[src/rtl/pipe_stage_elastic.sv]
// Elastic pipeline-stage register: DEPTH slots with per-slot valid bits and a valid/ready
// handshake. Bubbles collapse forward, and a bubble's control bundle always reads as zero.
module pipe_stage_elastic #(
  parameter int unsigned DATA_W = 101,
  parameter int unsigned CTRL_W = 11,
  parameter int unsigned DEPTH  = 1,
  parameter int unsigned CNT_W  = $clog2(DEPTH + 1)
) (
  input  logic              clk,
  input  logic              reset,
  input  logic              in_valid,
  output logic              in_ready,
  input  logic [DATA_W-1:0] in_data,
  input  logic [CTRL_W-1:0] in_ctrl,
  input  logic              flush,
  output logic              out_valid,
  input  logic              out_ready,
  output logic [DATA_W-1:0] out_data,
  output logic [CTRL_W-1:0] out_ctrl,
  output logic [CNT_W-1:0]  occupancy
);

  logic [DEPTH-1:0]  valid_q, valid_d;
  logic [DEPTH-1:0]  adv;
  logic [DATA_W-1:0] data_q [DEPTH];
  logic [DATA_W-1:0] data_d [DEPTH];
  logic [CTRL_W-1:0] ctrl_q [DEPTH];
  logic [CTRL_W-1:0] ctrl_d [DEPTH];
  logic [CNT_W-1:0]  cnt_q, cnt_d;
  logic              in_hs, out_hs;

  // A slot may load when it is empty or when its downstream neighbour moves on.
  always_comb begin : adv_chain
    logic chain;
    chain        = !valid_q[DEPTH-1] | out_ready;
    adv          = '0;
    adv[DEPTH-1] = chain;
    for (int i = int'(DEPTH) - 2; i >= 0; i--) begin
      chain  = !valid_q[i] | chain;
      adv[i] = chain;
    end
  end

  assign in_ready  = adv[0] & ~flush;
  assign out_valid = valid_q[DEPTH-1];
  assign out_data  = data_q[DEPTH-1];
  assign out_ctrl  = valid_q[DEPTH-1] ? ctrl_q[DEPTH-1] : '0;
  assign occupancy = cnt_q;
  assign in_hs     = in_valid & in_ready;
  assign out_hs    = out_valid & out_ready;

  always_comb begin
    valid_d = valid_q;
    data_d  = data_q;
    ctrl_d  = ctrl_q;
    if (flush) begin
      valid_d = '0;
      for (int i = 0; i < int'(DEPTH); i++) begin
        ctrl_d[i] = '0;
      end
    end else begin
      if (adv[0]) begin
        valid_d[0] = in_valid;
        data_d[0]  = in_data;
        ctrl_d[0]  = in_valid ? in_ctrl : '0;
      end
      for (int i = 1; i < int'(DEPTH); i++) begin
        if (adv[i]) begin
          valid_d[i] = valid_q[i-1];
          data_d[i]  = data_q[i-1];
          ctrl_d[i]  = valid_q[i-1] ? ctrl_q[i-1] : '0;
        end
      end
    end
  end

  always_comb begin
    cnt_d = cnt_q;
    if (flush) begin
      cnt_d = '0;
    end else if (in_hs && !out_hs) begin
      cnt_d = cnt_q + CNT_W'(1);
    end else if (out_hs && !in_hs) begin
      cnt_d = cnt_q - CNT_W'(1);
    end
  end

  always_ff @(negedge clk or posedge reset) begin
    if (reset) begin
      valid_q <= '0;
      cnt_q   <= '0;
      for (int i = 0; i < int'(DEPTH); i++) begin
        data_q[i] <= '0;
        ctrl_q[i] <= '0;
      end
    end else begin
      valid_q <= valid_d;
      data_q  <= data_d;
      ctrl_q  <= ctrl_d;
      cnt_q   <= cnt_d;
    end
  end

endmodule

[config.mk]
export PLATFORM = sky130hd
export DESIGN_NAME = pipe_stage_elastic
export DESIGN_NICKNAME = d
export VERILOG_FILES = /design/src/rtl/pipe_stage_elastic.sv
export SDC_FILE = /design/constraint.sdc
export NUM_CORES = 1
export LEC_CHECK = 0
export CORE_ASPECT_RATIO = 1.25
export CORE_MARGIN = 3
export CORE_UTILIZATION = 35
export CTS_CLUSTER_SIZE = 8
export DETAILED_ROUTE_END_ITERATION = 10
export PLACE_DENSITY = 0.82
export SYNTH_ARGS = -nofsm -noshare
export SYNTH_HDL_FRONTEND = slang
export SYNTH_SLANG_ARGS = --single-unit
[constraint.sdc]
create_clock -name clk -period 5.9 [get_ports clk]
set_clock_uncertainty 0.05 [all_clocks]
set_input_delay 1.18 -clock clk [delete_from_list [all_inputs] [get_ports clk]]
set_output_delay 1.18 -clock clk [all_outputs]
set_load 0.005 [all_outputs]
==> flow_summary.ini, run 1 <==
[place]
place.gp.congestion = 0.797
detailedPlacementHpwl_um = 9740
portBuffers = 231

[yosys]
combinational_family_with_the_most_area_after_synthesis = multiplexers
syn_avg_cell_area_um2 = 16.4
synthCells = 286
number_of_warning_messages_in_the_yosys_log = 0
post_synth_mux_area_share_pct = 30.5
post_synth_fa_ha_maj_area_fraction_pct = 0
syn_nets = 403
post_synth_edffs = 0
post_synth_num_cell_types = 18
synth-seq-cells = 114
synth-xor-area-share_pct = 0
postSynth.asyncResetShare_pct = 100
synth-simple-area-share_pct = 4.50
synth_area_um2 = 4700
synth.yosys.seq_area_share_pct = 60.7
synth_flop_cell = sky130_fd_sc_hd__dfrtn_1
synth-compound-area-share_pct = 1.44

[floorplan]
core_um2 = 12900
die_width_um = 110
ios = 232
row_count = 46
chip_height_um = 136
die_area_um2 = 14900
starting_density_of_the_core_pct = 36.5

[worst_setup_path]
critical_path.max_fanout = 15
worst_ep_arrival_time_ns = 4.58
critical_path.startpoint_type = flop
rrSetupSlack_ns = 4.12
critPathKind = flop to output port
worst_r2r_path_depth = 6
reg2reg_from = out_valid
worstReg2RegEnd = out_data[26]
critPathCaptureType = output port
wp_data_required_ns = 4.67

[cells_and_area]
final-seq-area_um2 = 2850
final_common_cell = sky130_fd_sc_hd__clkdlybuf4s50_1
layout.filler_cells = 981
mostFrequentLayoutCells = 230 x sky130_fd_sc_hd__clkdlybuf4s50_1, 114 x sky130_fd_sc_hd__dfrtn_1, 79 x sky130_fd_sc_hd__mux2_4
layout-area-overhead-vs-synth_pct = 69.7
design.final.nets = 662
multiInputGateArea_um2 = 1720
insertedDiodeCount = 0
drive_above_1_share_pct = 28.3

[cts]
clock_tree.root_cell = sky130_fd_sc_hd__clkbuf_16
cts_tree = yes
number_of_h_tree_branching_levels = 4
clkSinkCount = 114
clock_path_buffers = 2
cts_hold_buffers = 0
clkLatencyLatePin_ns = 0.38
clkTransAtPathRegs_ns = 0.04
tritoncts.num_buffers = 17

[timing]
fin_worst_hold_slack_ns = 0.403
grt_setup_unrepaired = false
worst_slew_pin_slew_ns = 0.386
setup_total_negative_slack_ns = 0
timing.max_slew.rel_slack_pct = 74.3
setup_viol = 0
report.final.hold_viol_count = 0
drv_slew = 0

[routing]
final_antenna_net_count = 0
post_drt_via_cell_ratio = 4.57
routed_wl_um = 13000
num_vias = 3320
dr.pass1.iters = 4
remaining_drc_errors = 0
detail_route.iter0.violations = 73
routedWlPerCell_um = 17.9

[status]
status = completed

[min_path]
hold_path_end = out_data[4]
min-delay-start = out_data[4]
hold_path_depth = 1
hold_class = flop to flop

[power_and_ir_drop]
p_leak_nw = 3.52
power_per_cell_area_nw_per_um2 = 310
max-vdd-ir-drop_v = 0.000173

[global_routing]
use_met2_pct = 32.0
grt.overflow.total = 0
gr-max-usage-layer = met2
globalRouteTotalUtil_pct = 18.1
antenna_found_initial = 0
grt_max_degree = 59
grtUsageMet1_pct = 20.2
vias_in_the_first_global_route = 3787
grt_first_pass_wirelength_um = 20400
globalRouteMet3Util_pct = 5.29

[flow_run]
cap_viol_max_count = 0
worst max-delay path, stage by stage (launching register included):
cell                              delay (ns)
sky130_fd_sc_hd__dfrtn_1                0.42
sky130_fd_sc_hd__buf_6                  0.16
sky130_fd_sc_hd__and2_1                 0.15
sky130_fd_sc_hd__clkdlybuf4s50_1        0.51
registers in the layout (all words and copies together) (netlist names):
register	cells
out_valid	1
occupancy	1
ctrl_q	11
out_data	101
power breakdown:
group	switching, mW	leakage [nW]	internal, mW	total [mW]
Sequential	0.0539	1.36	0.885	0.939
Clock	0.352	0.292	0.682	1.03
Combinational	0.143	1.87	0.356	0.498
Total	0.548	3.52	1.92	2.47
Yosys cell counts, types with 2 or more instances:
| cell | instances | area [um2] |
|---|---|---|
| sky130_fd_sc_hd__buf_6 | 9 | 101 |
| sky130_fd_sc_hd__nor2_1 | 2 | 7.51 |
| sky130_fd_sc_hd__nand3_1 | 12 | 60.1 |
| sky130_fd_sc_hd__a21oi_1 | 12 | 60.1 |
| sky130_fd_sc_hd__nand2_1 | 11 | 41.3 |
| sky130_fd_sc_hd__dfrtn_1 | 114 | 2850 |
| sky130_fd_sc_hd__and2_1 | 11 | 68.8 |
| sky130_fd_sc_hd__nand2b_1 | 2 | 12.5 |
| sky130_fd_sc_hd__mux2_4 | 79 | 1190 |
| sky130_fd_sc_hd__mux2_2 | 22 | 248 |
| sky130_fd_sc_hd__buf_2 | 2 | 10.0 |
| sky130_fd_sc_hd__clkbuf_1 | 4 | 15.0 |
what timing repair did:
item,in CTS,in global routing
buffers inserted,1,0
gates resized for setup,1,1
pin swaps,1,0
endpoints found under the setup margin,1,2
cell type report:
type	instances	share of cell area (%)
tap	168	2.64
timing repair buffer	256	32.5
multi-input combinational	155	21.5
clock buffer	21	5.77
sequential	114	35.8
inverter	1	0.0941
clock inverter	11	1.69
logic make-up after synthesis:
| group | Yosys count |
|---|---|
| flops | 114 |
| compound gates | 13 |
| buf+inv | 17 |
| simple gates | 41 |
| mux | 101 |
per-stage QoR:
stage               area (um2)  worst slack (ns)  total power, mW  util, %  cells
finish                    7970            0.0920             2.47     61.8    726
global route              7970            0.0170             2.58     61.8    726
CTS                       7970            0.0567             2.50     61.8    726
detailed placement        7370            0.0175             1.45     57.2    693
global placement          7370            0.0438             1.44     57.2    693
floorplan                 4700             0.438             1.13        -    286
routing by layer:
layer	wire length (um)	vias up	part of all wire (%)
met1	4720	1652	36
met4	392	0	3.0
met5	0	-	0
met3	803	25	6.2
li1	-	1507	-
met2	7080	136	55
worst max-delay path by stage:
stage,start,to,cells after the start
floorplan,reset,ctrl_q[0],1
global placement,out_ready,out_data[34],6
detailed placement,out_ready,out_data[26],6
CTS,out_valid,out_ctrl[6],3
global route,out_valid,out_ctrl[2],3
finish,out_valid,out_ctrl[6],3
(Power assumes the default switching activity.)
==> run 2: changes to the inputs <==
Settings changed: CAP_MARGIN from default to 10, HOLD_SLACK_MARGIN from default to 0.06.
==> results of run 2 <==
Final layout, timing and power as in run 1 (identical DEF).
